### config.mk
export PLATFORM = sky130hd
export DESIGN_NAME = cpu_controller
export DESIGN_NICKNAME = d
export VERILOG_FILES = /design/src/rtl/cpu_pkg.sv /design/src/rtl/ctl_decode.sv /design/src/rtl/cpu_controller.sv
export SDC_FILE = /design/constraint.sdc
export NUM_CORES = 1
export LEC_CHECK = 0
export ABC_CLOCK_PERIOD_IN_PS = 2300
export BUFFER_PORTS_ARGS = -buffer_cell sky130_fd_sc_hd__buf_2
export CAP_MARGIN = 40
export CORE_UTILIZATION = 45
export DETAILED_ROUTE_END_ITERATION = 12
export GPL_TIMING_DRIVEN = 0
export PLACE_DENSITY = 0.73
export SETUP_SLACK_MARGIN = 0.3
export SYNTH_ARGS = -nofsm -noshare
export SYNTH_HDL_FRONTEND = slang
export SYNTH_SLANG_ARGS = --single-unit
### constraint.sdc
create_clock -name clk -period 2.3 [get_ports clk]
set_input_delay 0.46 -clock clk [delete_from_list [all_inputs] [get_ports clk]]
set_output_delay 0.46 -clock clk [all_outputs]
set_load 0.02 [all_outputs]
### src/rtl/cpu_pkg.sv
// Shared definitions for the 8-bit CPU instruction sequencer: opcode map,
// sequencer state codes and the registered strobe bundle.
package cpu_pkg;

    localparam int OPW = 3;

    localparam logic [OPW-1:0] OP_HLT = 3'd0;
    localparam logic [OPW-1:0] OP_SKZ = 3'd1;
    localparam logic [OPW-1:0] OP_ADD = 3'd2;
    localparam logic [OPW-1:0] OP_AND = 3'd3;
    localparam logic [OPW-1:0] OP_XOR = 3'd4;
    localparam logic [OPW-1:0] OP_LDA = 3'd5;
    localparam logic [OPW-1:0] OP_STO = 3'd6;
    localparam logic [OPW-1:0] OP_JMP = 3'd7;

    typedef enum logic [3:0] {
        ST_IDLE   = 4'h0,
        ST_S0     = 4'h1,
        ST_S1     = 4'h2,
        ST_S2     = 4'h3,
        ST_S3     = 4'h4,
        ST_S4     = 4'h5,
        ST_S5     = 4'h6,
        ST_S6     = 4'h7,
        ST_S7     = 4'h8,
        ST_HALTED = 4'hF
    } state_t;

    typedef struct packed {
        logic rd;
        logic wr;
        logic load_ir;
        logic inc_pc;
        logic load_pc;
        logic alu_ena;
        logic load_acc;
        logic datactl_ena;
        logic halt;
    } strobe_t;

    localparam strobe_t STROBE_NONE = strobe_t'(9'b0);

    function automatic logic is_step(input state_t s);
        return (s == ST_S0) || (s == ST_S1) || (s == ST_S2) || (s == ST_S3) ||
               (s == ST_S4) || (s == ST_S5) || (s == ST_S6) || (s == ST_S7);
    endfunction

    // Strobes that belong to the cycle in which the state register holds t.
    function automatic strobe_t strobes_for(input state_t t, input logic alu_rd,
                                            input logic sto, input logic jmp,
                                            input logic skz, input logic hlt,
                                            input logic z);
        strobe_t s;
        s = STROBE_NONE;
        case (t)
            ST_S0, ST_S1: begin
                s.rd      = 1'b1;
                s.load_ir = 1'b1;
                s.inc_pc  = 1'b1;
            end
            ST_S3, ST_S7: s.halt = hlt;
            ST_S4: begin
                s.rd          = alu_rd;
                s.alu_ena     = alu_rd | sto | jmp | skz;
                s.datactl_ena = sto;
            end
            ST_S5: begin
                s.load_acc    = alu_rd;
                s.wr          = sto;
                s.datactl_ena = sto;
                s.load_pc     = jmp;
                s.inc_pc      = skz & z;
            end
            ST_S6:     s.inc_pc = skz & z;
            ST_HALTED: s.halt   = 1'b1;
            default:   s = STROBE_NONE;
        endcase
        return s;
    endfunction

endpackage

### src/rtl/ctl_decode.sv
// Combinational opcode classifier feeding the sequencer's strobe generation.
module ctl_decode
    import cpu_pkg::*;
(
    input  logic [OPW-1:0] i_opcode,
    output logic           o_is_alu_rd,
    output logic           o_is_sto,
    output logic           o_is_jmp,
    output logic           o_is_skz,
    output logic           o_is_hlt
);

    // Map each opcode onto the class that determines its S3..S7 strobes.
    always_comb begin
        o_is_alu_rd = 1'b0;
        o_is_sto    = 1'b0;
        o_is_jmp    = 1'b0;
        o_is_skz    = 1'b0;
        o_is_hlt    = 1'b0;
        case (i_opcode)
            OP_HLT:                         o_is_hlt    = 1'b1;
            OP_SKZ:                         o_is_skz    = 1'b1;
            OP_ADD, OP_AND, OP_XOR, OP_LDA: o_is_alu_rd = 1'b1;
            OP_STO:                         o_is_sto    = 1'b1;
            OP_JMP:                         o_is_jmp    = 1'b1;
            default:                        o_is_hlt    = 1'b0;
        endcase
    end

endmodule

### src/rtl/cpu_controller.sv
// Instruction sequencer: fixed 8-clock cycle S0..S7 with HLT/SKZ/JMP handling.
// Strobes are registered from the state being entered so they align with it.
module cpu_controller
    import cpu_pkg::*;
(
    input  logic           clk,
    input  logic           rst_n,
    input  logic           ena,
    input  logic           resume,
    input  logic [OPW-1:0] opcode,
    input  logic           zero,
    output logic           rd,
    output logic           wr,
    output logic           load_ir,
    output logic           inc_pc,
    output logic           load_pc,
    output logic           alu_ena,
    output logic           load_acc,
    output logic           datactl_ena,
    output logic           halt,
    output logic [3:0]     state
);

    state_t         r_state;
    state_t         w_next;
    state_t         w_tgt;
    logic           r_frozen;
    logic           w_advance;
    logic [OPW-1:0] r_op;
    logic [OPW-1:0] w_op;
    logic           r_zero;
    logic           w_zero;
    strobe_t        r_strb;
    strobe_t        w_strb;
    strobe_t        w_out;
    logic           w_is_alu_rd;
    logic           w_is_sto;
    logic           w_is_jmp;
    logic           w_is_skz;
    logic           w_is_hlt;

    ctl_decode u_decode (
        .i_opcode    (w_op),
        .o_is_alu_rd (w_is_alu_rd),
        .o_is_sto    (w_is_sto),
        .o_is_jmp    (w_is_jmp),
        .o_is_skz    (w_is_skz),
        .o_is_hlt    (w_is_hlt)
    );

    // Next state, target state for the strobes, and ena gating of the bundle.
    always_comb begin
        w_next    = r_state;
        w_op      = r_op;
        w_zero    = r_zero;
        // After a freeze the held step is replayed once before moving on.
        w_advance = ena & ~(r_frozen & is_step(r_state));
        if (r_state == ST_S2) begin
            w_op = opcode;
        end else begin
            w_op = r_op;
        end
        if ((r_state == ST_S4) && w_advance) begin
            w_zero = zero;
        end else begin
            w_zero = r_zero;
        end
        case (r_state)
            ST_IDLE:   w_next = ST_S0;
            ST_S0:     w_next = ST_S1;
            ST_S1:     w_next = ST_S2;
            ST_S2:     w_next = ST_S3;
            ST_S3:     w_next = ST_S4;
            ST_S4:     w_next = ST_S5;
            ST_S5:     w_next = ST_S6;
            ST_S6:     w_next = ST_S7;
            ST_S7:     w_next = w_is_hlt ? ST_HALTED : ST_S0;
            ST_HALTED: w_next = resume ? ST_S0 : ST_HALTED;
            default:   w_next = ST_IDLE;
        endcase
        if (w_advance) begin
            w_tgt = w_next;
        end else begin
            w_tgt = r_state;
        end
        w_strb = strobes_for(w_tgt, w_is_alu_rd, w_is_sto, w_is_jmp, w_is_skz,
                             w_is_hlt, w_zero);
        w_out  = STROBE_NONE;
        if (ena) begin
            w_out = w_strb;
        end else begin
            w_out.halt = w_strb.halt;
        end
    end

    // State, freeze flag, sampled opcode/zero and strobe registers.
    always_ff @(posedge clk or negedge rst_n) begin
        if (!rst_n) begin
            r_state  <= ST_IDLE;
            r_frozen <= 1'b0;
            r_op     <= OP_HLT;
            r_zero   <= 1'b0;
            r_strb   <= STROBE_NONE;
        end else begin
            r_frozen <= ~ena;
            r_strb   <= w_out;
            r_zero   <= w_zero;
            if (w_advance) begin
                r_state <= w_next;
            end else begin
                r_state <= r_state;
            end
            if ((r_state == ST_S2) && w_advance) begin
                r_op <= opcode;
            end else begin
                r_op <= r_op;
            end
        end
    end

    assign rd          = r_strb.rd;
    assign wr          = r_strb.wr;
    assign load_ir     = r_strb.load_ir;
    assign inc_pc      = r_strb.inc_pc;
    assign load_pc     = r_strb.load_pc;
    assign alu_ena     = r_strb.alu_ena;
    assign load_acc    = r_strb.load_acc;
    assign datactl_ena = r_strb.datactl_ena;
    assign halt        = r_strb.halt;
    assign state       = r_state;

endmodule

==> results of run 1 <==
[cell families after synthesis]
family                    synth area share [%]
and+or+nand+nor                           27.7
buffers and inverters                     4.16
AOI/OAI and AO/OA                         14.7
xor gates and xnor gates                  3.33
DFF                                       42.8
muxes                                     7.36
[stage by stage]
step	utilization (%)	setup slack, ns
CTS	56.0	0.314
global placement	53.7	0.337
finish	59.1	0.350
global route	59.1	0.261
detailed placement	53.7	0.279
floorplan	-	0.400
[worst paths after layout]
path,slack [ns],cells past startpoint,to
worst max-delay path,0.35,6,rd$_DFF_PN0_
worst min-delay path,0.07,1,state[0]$_DFF_PN0_
worst max register to register,0.35,6,rd$_DFF_PN0_
worst min register to register,0.54,1,r_zero$_DFF_PN0_
max in group asynchronous,1.94,1,state[3]$_DFF_PN0_
min in group clk,0.43,2,r_op[0]$_DFFE_PN0P_
[per-layer routing]
metal | up-vias | wire length [um] | global-route usage, %
met5 | - | 0 | 0
met4 | 0 | 0 | 4.17
met3 | 0 | 97 | 2.73
met2 | 27 | 1170 | 33.3
met1 | 443 | 1000 | 26.6
li1 | 448 | - | -
[layout make-up]
type                       instances  area, um2  area share [%]
timing repair buffer              26        145            11.1
tap                               28       35.0            2.68
inverter                           2       7.51           0.574
multi-input combinational         79        593            45.4
buffer                             6       38.8            2.97
sequential                        18        452            34.5
clock buffer                       4       36.3            2.78
[critical path: stages, from the launching register on]
cell	delay, ns
dfrtp_2	0.47
and4bb_1	0.30
buf_6	0.13
mux2i_4	0.26
o211ai_4	0.14
or3_4	0.40
o22ai_1	0.17
[placed cells by master, fill, tap and decap left out, types with 3 or more instances in the layout]
cell type,instances
clkbuf_4,4
dfrtp_1,17
nand2_1,8
nor3_1,3
buf_4,6
nor2_1,7
buf_2,24
xnor2_1,3
mux2_2,4
nand3_1,5
o21ai_0,7
[what timing repair did]
item                                    in CTS  in global routing
setup buffers                                1                  5
endpoints found under the setup margin       3                  8
hold buffers                                 0                  0
pin swaps                                    1                  2
gates resized for setup                      2                  7
[report_power, final]
part | total (mW) | switching (mW) | internal [mW]
clock network | 0.190 | 0.0936 | 0.0963
logic | 0.921 | 0.518 | 0.403
registers | 0.479 | 0.0714 | 0.408
==> impl_metrics.prom, run 1 <==
# TYPE chip_impl_metric gauge
chip_impl_metric{name="vdd_ir_drop_max",unit="uV"} 708
chip_impl_metric{name="period_share",unit="%"} 84.8
chip_impl_metric{name="first_pass_grt_wire_length",unit="um"} 3800
chip_impl_metric{name="postRouteAntennaNets",unit=""} 0
chip_impl_metric{name="power_density",unit="nW/um2"} 1220
chip_impl_metric{name="critical_path_rt",unit="ns"} 2.51
chip_impl_metric{name="max_cap_viols",unit=""} 0
chip_impl_metric{name="post_synth.cell_area_avg",unit="um2"} 10.0
chip_impl_metric{name="place_congestion",unit=""} 0.851
chip_impl_info{name="ys.flop_type",value="dfrtp_1"} 1
chip_impl_metric{name="ys_seq_elements",unit=""} 18
chip_impl_metric{name="netlist.area_leader.share",unit="%"} 42.8
chip_impl_metric{name="layout.filler_cells",unit=""} 195
chip_impl_info{name="cts_tree",value="built"} 1
chip_impl_metric{name="worstPathMaxFanout",unit=""} 8
chip_impl_metric{name="fin_worst_skew",unit="ns"} 0.00641
chip_impl_metric{name="drive_gt1_share",unit="%"} 40.0
chip_impl_metric{name="detailed_place.area",unit="um2"} 1190
chip_impl_metric{name="fin_worst_hold_slack",unit="ns"} 0.0726
chip_impl_metric{name="io_pins",unit=""} 21
chip_impl_info{name="worstReg2RegStart",value="state[3]$_DFF_PN0_"} 1
chip_impl_metric{name="final_cells",unit=""} 163
chip_impl_metric{name="dieWidth",unit="um"} 50.4
chip_impl_metric{name="num_vias",unit=""} 918
chip_impl_metric{name="design_area",unit="um2"} 1310
chip_impl_info{name="grt_setup_unrepaired",value="yes"} 1
chip_impl_metric{name="totalWireLength",unit="um"} 2270
chip_impl_metric{name="slew_at_the_pin_closest_to_its_max_slew_limit",unit="ns"} 0.376
chip_impl_metric{name="clkLatencyLatePin",unit="ns"} 0.29
chip_impl_metric{name="placeableCoreArea",unit="um2"} 2210
chip_impl_metric{name="period_needed",unit="ns"} 1.95
chip_impl_metric{name="fmax",unit="MHz"} 513
chip_impl_metric{name="yosysSeqAreaShare",unit="%"} 42.8
chip_impl_info{name="yosys-top-cells-area",value="dfrtp_1, mux2_2, o21ai_0"} 1
chip_impl_metric{name="grt-ovfl-total",unit=""} 0
chip_impl_info{name="critical_path.endpoint_type",value="flop"} 1
chip_impl_info{name="crit_type",value="reg -> reg"} 1
chip_impl_info{name="synth.cells.most_frequent",value="dfrtp_1, nand2_1, nor2_1, o21ai_0"} 1
chip_impl_metric{name="largest_net_degree_at_the_start_of_global_routing",unit=""} 19
chip_impl_metric{name="clock_net_sink_count",unit=""} 18
chip_impl_metric{name="synth-async-reset-ratio",unit="%"} 100
chip_impl_metric{name="grt_util_all_layers",unit="%"} 19.6
chip_impl_metric{name="p_leak",unit="nW"} 0.601
chip_impl_metric{name="initial_utilization",unit="%"} 47.6
chip_impl_metric{name="diode_insertion_count_for_antenna_repair",unit=""} 0
chip_impl_metric{name="cts.reportedPaths.clkPinSlew",unit="ns"} 0.10
chip_impl_metric{name="detail_route.drc_violations",unit=""} 0
chip_impl_metric{name="cts-root-to-sink-buffers",unit=""} 2
chip_impl_info{name="synth.most_common_cell",value="dfrtp_1"} 1
chip_impl_metric{name="buffer_ports.inserted",unit=""} 20
chip_impl_metric{name="detailedRoute.firstIterationViolations",unit=""} 13
chip_impl_metric{name="fin_nets",unit=""} 144
chip_impl_metric{name="synth_edf_count",unit=""} 0
chip_impl_metric{name="cts-buffers-inserted",unit=""} 3
chip_impl_info{name="worst_hold_path_type",value="in -> async"} 1
chip_impl_metric{name="areaGrowthSynthToFinish",unit="%"} 24.1
chip_impl_metric{name="yosys_warning_total",unit=""} 0
chip_impl_metric{name="max_reg_flops",unit=""} 4
chip_impl_metric{name="synth_instances",unit=""} 105
chip_impl_metric{name="postSynthNetCount",unit=""} 113
chip_impl_metric{name="grt_antenna_before_repair",unit=""} 0
chip_impl_metric{name="route.detailed.wl_per_inst",unit="um"} 13.9
chip_impl_info{name="cp-startpoint",value="state[3]$_DFF_PN0_"} 1
chip_impl_metric{name="fin_setup_tns",unit="ns"} 0
chip_impl_info{name="status",value="complete, no violations"} 1
chip_impl_metric{name="post_synth_instance_area",unit="um2"} 1050
chip_impl_metric{name="chip_height",unit="um"} 50.4
chip_impl_info{name="setup.worst_path.start_class",value="flop"} 1
chip_impl_metric{name="hpwl",unit="um"} 1600
chip_impl_metric{name="placed_cells_incl_taps",unit=""} 153
chip_impl_info{name="clk_root_buffer_cell",value="clkbuf_4"} 1
chip_impl_metric{name="synth.lib_cells_used.distinct",unit=""} 39
chip_impl_metric{name="floorplan.rows",unit=""} 17
chip_impl_metric{name="grt_pass1_vias",unit=""} 828
chip_impl_metric{name="detail_route.first_pass.iterations",unit=""} 4
chip_impl_metric{name="fin_total_pwr",unit="mW"} 1.59
chip_impl_metric{name="worst_ep_arrival_time",unit="ns"} 2.16
chip_impl_metric{name="hold_viol_final",unit=""} 0
chip_impl_metric{name="timing.slew.headroom",unit="%"} 74.9
chip_impl_metric{name="setup_viol",unit=""} 0
chip_impl_metric{name="vias_per_cell",unit=""} 5.63
chip_impl_metric{name="finalMaxSlewViolations",unit=""} 0
chip_impl_metric{name="cts.htree.levels",unit=""} 1
chip_impl_info{name="synth_top_cell_by_area",value="dfrtp_1"} 1
chip_impl_metric{name="dieArea",unit="um2"} 2540
(Power assumes the default switching activity.)
==> run 2, diff against run 1 <==
--- a/config.mk
+++ b/config.mk
@@ -5,7 +5,7 @@
 export SDC_FILE = /design/constraint.sdc
 export NUM_CORES = 1
 export LEC_CHECK = 0
-export ABC_CLOCK_PERIOD_IN_PS = 2300
+export ABC_CLOCK_PERIOD_IN_PS = 1900
 export BUFFER_PORTS_ARGS = -buffer_cell sky130_fd_sc_hd__buf_2
 export CAP_MARGIN = 40
 export CORE_UTILIZATION = 45
==> constraint.sdc (replaced) <==
create_clock -name clk -period 1.9 [get_ports clk]
set_input_delay 0.38 -clock clk [delete_from_list [all_inputs] [get_ports clk]]
set_output_delay 0.38 -clock clk [all_outputs]
set_load 0.02 [all_outputs]
==> run 2 against run 1 <==
Against the previous run:
- the run now ends with setup timing left
- setup slack worse by 0.37 ns
- clock skew grew 0.0071 ns
- count of clock-buffer cells in the layout did not move
- critical path depth grew 1
- maximum frequency increased by 1.3%
- hold slack better by 0.26 ns
- global-route usage increased by 3.7 points
- combinational power rose by 80%
- non-clock buffer count increased by 16
- sequential power rose by 28%
- cell area rose by 23%
- critical endpoint is now inc_pc$_DFF_PN0_
- largest cell class unchanged
==> impl_metrics.prom, run 2 (synthesis gave the netlist of run 1 again) <==
# TYPE chip_impl_metric gauge
chip_impl_info{name="status",value="complete, but fails checks"} 1
chip_impl_info{name="violations",value="setup timing"} 1
chip_impl_metric{name="max_cap_viols",unit=""} 0
chip_impl_metric{name="buffer_ports.inserted",unit=""} 20
chip_impl_metric{name="pwr-share-clk",unit="%"} 9.9
chip_impl_metric{name="diode_insertion_count_for_antenna_repair",unit=""} 0
chip_impl_metric{name="grt-ovfl-total",unit=""} 0
chip_impl_info{name="grt_setup_unrepaired",value="yes"} 1
chip_impl_metric{name="cts.htree.levels",unit=""} 1
chip_impl_info{name="clk_root_buffer_cell",value="clkbuf_4"} 1
chip_impl_metric{name="grt_use_met2",unit="%"} 40.7
chip_impl_metric{name="cts-buffers-inserted",unit=""} 3
chip_impl_info{name="layout_common_cells",value="buf_2, buf_4, dfrtp_1"} 1
chip_impl_metric{name="period_needed",unit="ns"} 1.92
chip_impl_metric{name="totalWireLength",unit="um"} 3280
chip_impl_metric{name="fmax",unit="MHz"} 520
chip_impl_metric{name="vias_per_cell",unit=""} 5.94
chip_impl_metric{name="detail_route.first_pass.iterations",unit=""} 4
chip_impl_info{name="path_cells",value="buf_6 > buf_8 > a32oi_4 > a32o_2 > inv_4 > or3_4 > o22ai_2"} 1
chip_impl_metric{name="clkLatencyLatePin",unit="ns"} 0.31
chip_impl_metric{name="vdd_ir_drop_max",unit="uV"} 933
chip_impl_metric{name="areaGrowthSynthToFinish",unit="%"} 52.8
chip_impl_metric{name="period_share",unit="%"} 101
chip_impl_info{name="timing.critical_path.slowest_stage_cell",value="dfrtp_2"} 1
chip_impl_metric{name="design_area",unit="um2"} 1610
chip_impl_metric{name="grt_pass1_vias",unit=""} 961
chip_impl_metric{name="maximum_cell_stage_delay_along_the_critical_path",unit="ns"} 0.44
chip_impl_metric{name="groute.layer.met1.usage",unit="%"} 30.2
chip_impl_metric{name="first_pass_grt_wire_length",unit="um"} 4400
chip_impl_metric{name="grt_use_met3",unit="%"} 1.82
chip_impl_metric{name="placeableCoreArea",unit="um2"} 2210
chip_impl_metric{name="fin_nets",unit=""} 160
chip_impl_info{name="critical_path.endpoint_type",value="flop"} 1
chip_impl_metric{name="switching_power",unit="mW"} 1.10
chip_impl_metric{name="slew_at_the_pin_closest_to_its_max_slew_limit",unit="ns"} 0.400
chip_impl_metric{name="fin_total_pwr",unit="mW"} 2.52
chip_impl_info{name="gr_peak_layer",value="met2"} 1
chip_impl_metric{name="chip_height",unit="um"} 50.4
chip_impl_metric{name="critical_path_rt",unit="ns"} 2.13
chip_impl_metric{name="detailed_place.area",unit="um2"} 1210
chip_impl_metric{name="drive_gt1_share",unit="%"} 55.6
chip_impl_metric{name="power_frac_seq",unit="%"} 24.4
chip_impl_metric{name="hpwl",unit="um"} 1590
chip_impl_metric{name="switching_share",unit="%"} 43.6
chip_impl_metric{name="power_report.internal_total",unit="mW"} 1.42
chip_impl_info{name="worst_hold_path_type",value="in -> reg"} 1
chip_impl_metric{name="io_pins",unit=""} 21
chip_impl_metric{name="part_of_the_total_power_dissipated_in_combinational_logic",unit="%"} 65.8
chip_impl_metric{name="postRouteAntennaNets",unit=""} 0
chip_impl_metric{name="timing.slew.headroom",unit="%"} 73.3
chip_impl_metric{name="largest_net_degree_at_the_start_of_global_routing",unit=""} 19
chip_impl_metric{name="place_congestion",unit=""} 0.818
chip_impl_metric{name="clock_net_sink_count",unit=""} 18
chip_impl_metric{name="initial_utilization",unit="%"} 47.6
chip_impl_info{name="crit_type",value="reg -> reg"} 1
chip_impl_metric{name="detailedRoute.firstIterationViolations",unit=""} 45
chip_impl_metric{name="worst_ep_arrival_time",unit="ns"} 2.15
chip_impl_metric{name="cts.reportedPaths.clkPinSlew",unit="ns"} 0.12
chip_impl_metric{name="num_vias",unit=""} 1063
chip_impl_metric{name="setup_viol",unit=""} 2
chip_impl_metric{name="finalMaxSlewViolations",unit=""} 0
chip_impl_metric{name="critical_path_buf_inv_count",unit=""} 3
chip_impl_metric{name="floorplan.rows",unit=""} 17
chip_impl_metric{name="hold_viol_final",unit=""} 0
chip_impl_metric{name="cts-root-to-sink-buffers",unit=""} 2
chip_impl_metric{name="detail_route.drc_violations",unit=""} 0
chip_impl_info{name="mostFrequentLayoutCell",value="buf_2"} 1
chip_impl_metric{name="worstPathMaxFanout",unit=""} 5
chip_impl_metric{name="power_density",unit="nW/um2"} 1560
chip_impl_metric{name="fin_worst_skew",unit="ns"} 0.0135
chip_impl_metric{name="route.detailed.wl_per_inst",unit="um"} 18.3
chip_impl_metric{name="p_leak",unit="nW"} 0.720
chip_impl_info{name="critical-path-top-delay-family",value="compound AO/OA/AOI/OAI gates"} 1
chip_impl_metric{name="grt_util_all_layers",unit="%"} 23.3
chip_impl_metric{name="finalWorstSetupSlack",unit="ns"} -0.0242
chip_impl_metric{name="dieWidth",unit="um"} 50.4
chip_impl_metric{name="max_reg_flops",unit=""} 4
chip_impl_metric{name="grt_antenna_before_repair",unit=""} 0
chip_impl_info{name="setup.worst_path.start_class",value="flop"} 1
chip_impl_metric{name="dieArea",unit="um2"} 2540
chip_impl_info{name="cts_tree",value="built"} 1
==> run 2: area by class of cell <==
type                            count  area, um2
Sequential cell                    18        455
Multi-Input combinational cell     79        718
Clock buffer                        4       36.3
Inverter                            2       10.0
Tap cell                           28       35.0
Timing Repair Buffer               42        290
Fill cell                         148        602
Buffer                              6       65.1
==> run 2: power groups by stage <==
stage / clock network, mW / registers [mW] / logic [mW]
2_1_floorplan: 0 / 0.658 / 0.690
3_3_place_gp: 0 / 0.577 / 0.966
3_5_place_dp: 0 / 0.587 / 0.986
4_1_cts: 0.238 / 0.599 / 1.34
5_1_grt: 0.260 / 0.624 / 1.75
6_report: 0.249 / 0.613 / 1.66
==> run 2: layer usage <==
metal / routed length [um] / part of all wire (%)
met3: 220 / 6.7
met2: 1620 / 49
met1: 1370 / 42
met5: 0 / 0
met4: 65 / 2.0
==> run 2: path summary, 6_finish.rpt <==
kind,startpoint,to,slack (ns),cells past startpoint
min,zero,r_zero$_DFF_PN0_,0.33,2
max in group asynchronous,rst_n,state[2]$_DFF_PN0_,1.09,2
min in group asynchronous,rst_n,halt$_DFF_PN0_,0.51,2
min reg2reg,r_zero$_DFF_PN0_,r_zero$_DFF_PN0_,0.53,1
max,state[3]$_DFF_PN0_,inc_pc$_DFF_PN0_,-0.02,7
max reg2reg,state[3]$_DFF_PN0_,inc_pc$_DFF_PN0_,-0.02,7
==> run 2: metrics by stage <==
step	instances	setup TNS, ns	util [%]	hold slack, ns	setup WS [ns]
6_report	179	-0.0411	72.8	0.329	-0.0242
5_1_grt	179	-0.339	72.8	0.331	-0.0841
4_1_cts	167	0	65.6	0.345	0.0843
3_5_place_dp	153	-0.383	54.7	0.320	-0.0925
3_3_place_gp	153	-0.392	54.7	0.314	-0.0992
2_1_floorplan	105	0	-	0.0844	0.0387
==> run 2: what timing repair did <==
action                                  CTS  global route
endpoints found under the hold margin     1             0
gates resized for setup                  25            14
buffers inserted                          9            10
cloned                                    0             2
hold buffers                              1             0
pin swaps                                 7             3
endpoints found under the setup margin   11            14
